===== config.mk =====
export PLATFORM = sky130hd
export DESIGN_NAME = noc_egress_drain
export DESIGN_NICKNAME = d
export VERILOG_FILES = /design/src/rtl/aie_noc_pkg.sv /design/src/rtl/sync_edge_detect.sv /design/src/rtl/noc_egress_drain.sv
export SDC_FILE = /design/constraint.sdc
export NUM_CORES = 1
export LEC_CHECK = 0
export CORE_ASPECT_RATIO = 1.75
export CORE_MARGIN = 2
export CORE_UTILIZATION = 45
export CTS_BUF_LIST = sky130_fd_sc_hd__clkbuf_16
export CTS_CLUSTER_DIAMETER = 60
export DETAILED_ROUTE_END_ITERATION = 10
export PLACE_DENSITY = 0.69
export SKIP_LAST_GASP = 1
export SLEW_MARGIN = 20
export SYNTH_ARGS = -nofsm -noshare
export SYNTH_HDL_FRONTEND = slang
export SYNTH_SLANG_ARGS = --single-unit

===== constraint.sdc =====
create_clock -name clk -period 2 [get_ports clk]
set_input_delay 0.3 -clock clk [delete_from_list [all_inputs] [get_ports clk]]
set_output_delay 0.3 -clock clk [all_outputs]
set_load 0.01 [all_outputs]

===== src/rtl/aie_noc_pkg.sv =====
// Shared types and constants for the mini-AIE NoC egress path.
// Header length field location and drain FSM encoding.
package aie_noc_pkg;

   localparam int BYTE_W       = 8;
   localparam int HDR_LEN_LSB  = 0;
   localparam int HDR_LEN_BITS = 4;

   typedef enum logic [2:0] {
      IDLE,
      WAIT,
      SHOW,
      FETCH,
      CSUM
   } drain_state_t;

   function automatic logic [HDR_LEN_BITS-1:0] hdr_len(
      input logic [BYTE_W-1:0] b
   );
      return b[HDR_LEN_LSB +: HDR_LEN_BITS];
   endfunction

endpackage


===== src/rtl/sync_edge_detect.sv =====
// Multi-flop synchronizer for an asynchronous level input,
// followed by a single-cycle rising-edge pulse.
module sync_edge_detect #(
   parameter int STAGES = 2
) (
   input  logic clk,
   input  logic rst_n,
   input  logic i_d,
   output logic o_rise
);

   logic [STAGES-1:0] r_sync;
   logic              r_prev;

   always_ff @(posedge clk or negedge rst_n) begin
      if (!rst_n) begin
         r_sync <= '0;
         r_prev <= 1'b0;
      end else begin
         r_sync <= {r_sync[STAGES-2:0], i_d};
         r_prev <= r_sync[STAGES-1];
      end
   end

   assign o_rise = r_sync[STAGES-1] & ~r_prev;

endmodule


===== src/rtl/noc_egress_drain.sv =====
// Egress reader for the last NoC switch FIFO: frames header + payload,
// appends an XOR checksum and paces output with a host valid/ready edge.
module noc_egress_drain
   import aie_noc_pkg::*;
#(
   parameter int DATA_WIDTH  = 8,
   parameter int LEN_BITS    = 4,
   parameter int SYNC_STAGES = 2,
   parameter int CNT_WIDTH   = 8
) (
   input  logic                  clk,
   input  logic                  rst_n,
   input  logic                  ena,
   input  logic                  fifo_empty,
   input  logic [DATA_WIDTH-1:0] fifo_data,
   output logic                  fifo_rd_en,
   output logic [DATA_WIDTH-1:0] out_data,
   output logic                  out_valid,
   output logic                  out_last,
   input  logic                  out_ready,
   output logic [CNT_WIDTH-1:0]  pkt_count
);

   drain_state_t          r_state;
   logic                  r_rd_en;
   logic [DATA_WIDTH-1:0] r_data;
   logic                  r_valid;
   logic                  r_last;
   logic [CNT_WIDTH-1:0]  r_cnt;
   logic [DATA_WIDTH-1:0] r_csum;
   logic [LEN_BITS-1:0]   r_rem;
   logic                  r_in_pkt;
   logic                  r_ack_pend;

   logic                  w_ack;
   logic                  w_take;
   logic [LEN_BITS-1:0]   w_len;

   sync_edge_detect #(
      .STAGES(SYNC_STAGES)
   ) u_ready_sync (
      .clk   (clk),
      .rst_n (rst_n),
      .i_d   (out_ready),
      .o_rise(w_ack)
   );

   // An ack seen while frozen is parked until ena returns.
   assign w_take = ena & r_valid & (w_ack | r_ack_pend);
   assign w_len  = fifo_data[HDR_LEN_LSB +: LEN_BITS];

   always_ff @(posedge clk or negedge rst_n) begin
      if (!rst_n) begin
         r_state    <= IDLE;
         r_rd_en    <= 1'b0;
         r_data     <= '0;
         r_valid    <= 1'b0;
         r_last     <= 1'b0;
         r_cnt      <= '0;
         r_csum     <= '0;
         r_rem      <= '0;
         r_in_pkt   <= 1'b0;
         r_ack_pend <= 1'b0;
      end else begin
         r_rd_en    <= 1'b0;
         r_ack_pend <= r_valid & ~ena & (w_ack | r_ack_pend);
         unique case (r_state)
            IDLE, FETCH: begin
               if (ena && !fifo_empty) begin
                  r_rd_en <= 1'b1;
                  r_state <= WAIT;
               end
            end
            WAIT: begin
               // First WAIT cycle covers the FIFO read latency.
               if (!r_rd_en) begin
                  r_data  <= fifo_data;
                  r_valid <= 1'b1;
                  r_state <= SHOW;
                  if (!r_in_pkt) begin
                     r_in_pkt <= 1'b1;
                     r_rem    <= w_len;
                     r_csum   <= fifo_data;
                  end else begin
                     r_rem  <= r_rem - 1'b1;
                     r_csum <= r_csum ^ fifo_data;
                  end
               end
            end
            SHOW: begin
               if (w_take) begin
                  r_valid <= 1'b0;
                  r_state <= (r_rem != '0) ? FETCH : CSUM;
               end
            end
            CSUM: begin
               if (!r_valid) begin
                  if (ena) begin
                     r_data  <= r_csum;
                     r_valid <= 1'b1;
                     r_last  <= 1'b1;
                  end
               end else if (w_take) begin
                  r_valid  <= 1'b0;
                  r_last   <= 1'b0;
                  r_cnt    <= r_cnt + 1'b1;
                  r_in_pkt <= 1'b0;
                  r_state  <= IDLE;
               end
            end
            default: r_state <= IDLE;
         endcase
      end
   end

   assign fifo_rd_en = r_rd_en;
   assign out_data   = r_data;
   assign out_valid  = r_valid;
   assign out_last   = r_last;
   assign pkt_count  = r_cnt;

endmodule

==> impl_metrics.yaml <==
global_route:
  grt_overflow: 0
  grt_first_pass_wirelength_um: 6575
  grt_usage: 0.1807
  antenna_found_initial: 0
  grt_max_degree: 40
  first_global_vias: 1480
worst_setup_path:
  cp-start-kind: "flip-flop"
  cp.required_ns: 2.14
  path_class: "flip-flop to flip-flop"
  worstPathArrival_ns: 1.85
  critPathCaptureType: "flip-flop"
  cp_max_fo: 15
floorplan:
  fp.dieW_um: 53.68
  num_rows: 31
  dieHeight_um: 90.93
  die_area_um2: 4881
  core_area_um2: 4150
  num_io_pins: 32
  start_util: 0.4682
pwr:
  ir_drop_mv: 0.7549
  leakagePower_nw: 1.059
  power.density_nw_per_um2: 1309
sta:
  hold_violations: 0
  maxSlewHeadroom: 0.6132
  setup_viol: 0
  fin_crit_ns: 1.709
  max_freq_mhz: 585.1
  timing.final.crit_share: 0.8545
  drv_slew: 0
  skew_ns: 0.003073
  fin_tns_setup_ns: 0
  rsz0062_at_grt: "false"
  worstMarginPinSlew_ns: 0.5802
cts:
  cts_buffers: 5
  cts_sinks: 39
  clock_latency_ns: 0.27
  cts_buffer_depth: 2
  cts_root_buffer: "clkbuf_16"
  clkTransAtPathRegs_ns: 0.05
  cts_tree: "yes"
  htreeDepth: 2
logic_synthesis:
  yosys.area_share.simple: 0.1713
  synth_edf_count: 0
  synth_compound_area_frac: 0.1803
  syn_avg_cell_area_um2: 9.965
  netlist_area_um2: 1943
  synth-adder-area-share: 0.01803
  synth_top_family_by_area: "compound AO/OA/AOI/OAI gates"
  ys_seq_area_frac: 0.5023
  synth_top_flop_cell: "dfrtp_1"
  async_flop_share: 1.000
  yosysWarningCount: 0
  synthXorXnorAreaFrac: 0.03606
  synth_top_area_frac: 0.5023
  synth_cell_type_count: 45
  synth_area_leaders: "dfrtp_1 50%, a21oi_1 7.2%, mux2i_1 4.6%"
  synth_cells: 195
  synth_top_cell_by_area: "dfrtp_1"
  ys_seq_elements: 39
  synth_nets: 210
  synthMuxAreaShare: 0.05216
routing:
  drc: 0
  vias_per_cell: 5.464
  antenna_left: 0
  met2_length_um: 2025
  drt_pass1_iterations: 4
  top_layer: "met4"
  drt-met1-wl_um: 1619
  route.met3.wl_um: 114
  wire_per_inst_um: 13.70
  via_count: 1530
  wl_um: 3836
  drt_iter0_drc: 22
place:
  hpwl_um: 2680
  gp_congestion: 0.7924
  io_buffers: 31
cells_and_area:
  num_antenna_cells: 0
  drive_above_1_share: 0.07792
  utilization: 0.5990
  layout.nets: 245
  syn_to_final_growth_pct: 27.95
hold_path:
  hp-class: "flip-flop to flip-flop"
flow_run:
  cap_violations: 0
outcome:
  status: "finished clean"
==> per-stage QoR <==
| step | total power, mW | cells | cell area [um2] | setup slack, ns | hold WS, ns |
|---|---|---|---|---|---|
| global placement | 2.365 | 271 | 2312 | 0.1756 | 0.2898 |
| detailed placement | 2.399 | 271 | 2312 | 0.1392 | 0.2873 |
| global route | 3.511 | 280 | 2486 | 0.1249 | 0.3709 |
| floorplan | 1.999 | 195 | 1943 | 0.4498 | 0.004409 |
| CTS | 3.294 | 280 | 2486 | 0.2745 | 0.3642 |
| finish | 3.253 | 280 | 2486 | 0.2910 | 0.3559 |
==> flip-flops by register name, summed over array words and instances, names as in the netlist, 2 cells and up <==
| name | flops |
|---|---|
| u_ready_sync.r_sync | 2 |
| r_csum | 8 |
| pkt_count | 8 |
| r_rem | 4 |
| out_data | 8 |
| r_state | 3 |
==> layout by cell type, fill, tap and decap left out, types with 2 or more instances in the layout <==
| master | instances |
|---|---|
| inv_1 | 6 |
| o22ai_1 | 4 |
| o211ai_1 | 2 |
| nor2_1 | 17 |
| nand3_1 | 9 |
| nor2b_1 | 2 |
| o21ai_1 | 4 |
| o21ai_0 | 7 |
| nor3_1 | 4 |
| buf_4 | 5 |
| nand2b_1 | 6 |
| clkdlybuf4s50_1 | 30 |
| dfrtp_1 | 39 |
| clkbuf_16 | 5 |
| mux2i_1 | 9 |
| or3b_1 | 2 |
| a21oi_1 | 28 |
| nand2_1 | 13 |
| ha_1 | 2 |
| xnor2_1 | 5 |
| xor2_1 | 3 |
==> cell families (layout without fill, tap and decap cells) <==
logic type / Yosys count / after routing
DFF: 39 / 39
xor gates and xnor gates: 8 / 8
AOI/OAI and AO/OA: 57 / 57
adders and majority gates: 3 / 3
muxes: 10 / 10
and+or+nand+nor: 62 / 62
buffers and inverters: 16 / 52
==> cell usage after synthesis, types with 2 or more instances <==
master,n
xor2_1,3
clkbuf_1,3
nand3_1,9
nand2_1,13
nand2b_1,6
dfrtp_1,39
nor2_1,17
inv_1,6
o211ai_1,2
or3b_1,2
ha_1,2
o21ai_1,4
nor3_1,4
a21oi_1,28
o22ai_1,4
xnor2_1,5
buf_2,5
nor2b_1,2
o21ai_0,7
mux2i_1,9
==> timing repair <==
| item | CTS | global route |
|---|---|---|
| setup buffers | 0 | 0 |
| gates resized for setup | 0 | 0 |
| hold buffers | 1 | 0 |
| hold endpoints to repair | 22 | 0 |
==> routing by layer <==
metal,GRT usage,vias to the layer above
met3,0.03783,4
met5,0,-
met2,0.2866,29
met1,0.2152,735
met4,0.1047,0
li1,-,762
==> critical path: stages (launching register included) <==
cell     delay, ns
dfrtp_1       0.57
nor3b_1       0.36
buf_4         0.26
mux2i_1       0.27
a21oi_1       0.10
==> path summary, 6_finish.rpt <==
path                                   startpoint                endpoint  slack, ns  depth (start not counted)
min reg2reg                u_ready_sync.r_sync[0]  u_ready_sync.r_sync[1]       0.36                          0
max                                    r_state[1]             out_data[4]       0.29                          4
max reg2reg                            r_state[1]             out_data[4]       0.29                          4
min                        u_ready_sync.r_sync[0]  u_ready_sync.r_sync[1]       0.36                          0
min in group asynchronous                   rst_n            pkt_count[3]       0.52                          3
max in group asynchronous                   rst_n              r_state[1]       1.28                          3
==> power by group <==
group | leakage (nW) | total [mW] | internal, mW | switching [mW]
combinational | 0.512 | 1.10 | 0.579 | 0.517
sequential | 0.466 | 1.28 | 1.03 | 0.251
clock | 0.0812 | 0.873 | 0.581 | 0.292
==> final cells by class <==
type / count / area, um2
Fill cell: 354 / 1664
Tap cell: 49 / 61.31
Clock inverter: 3 / 38.79
Multi-Input combinational cell: 140 / 889.6
Clock buffer: 5 / 125.1
Sequential cell: 39 / 975.9
Inverter: 6 / 22.52
Timing Repair Buffer: 38 / 372.9
(Power assumes the default switching activity.)
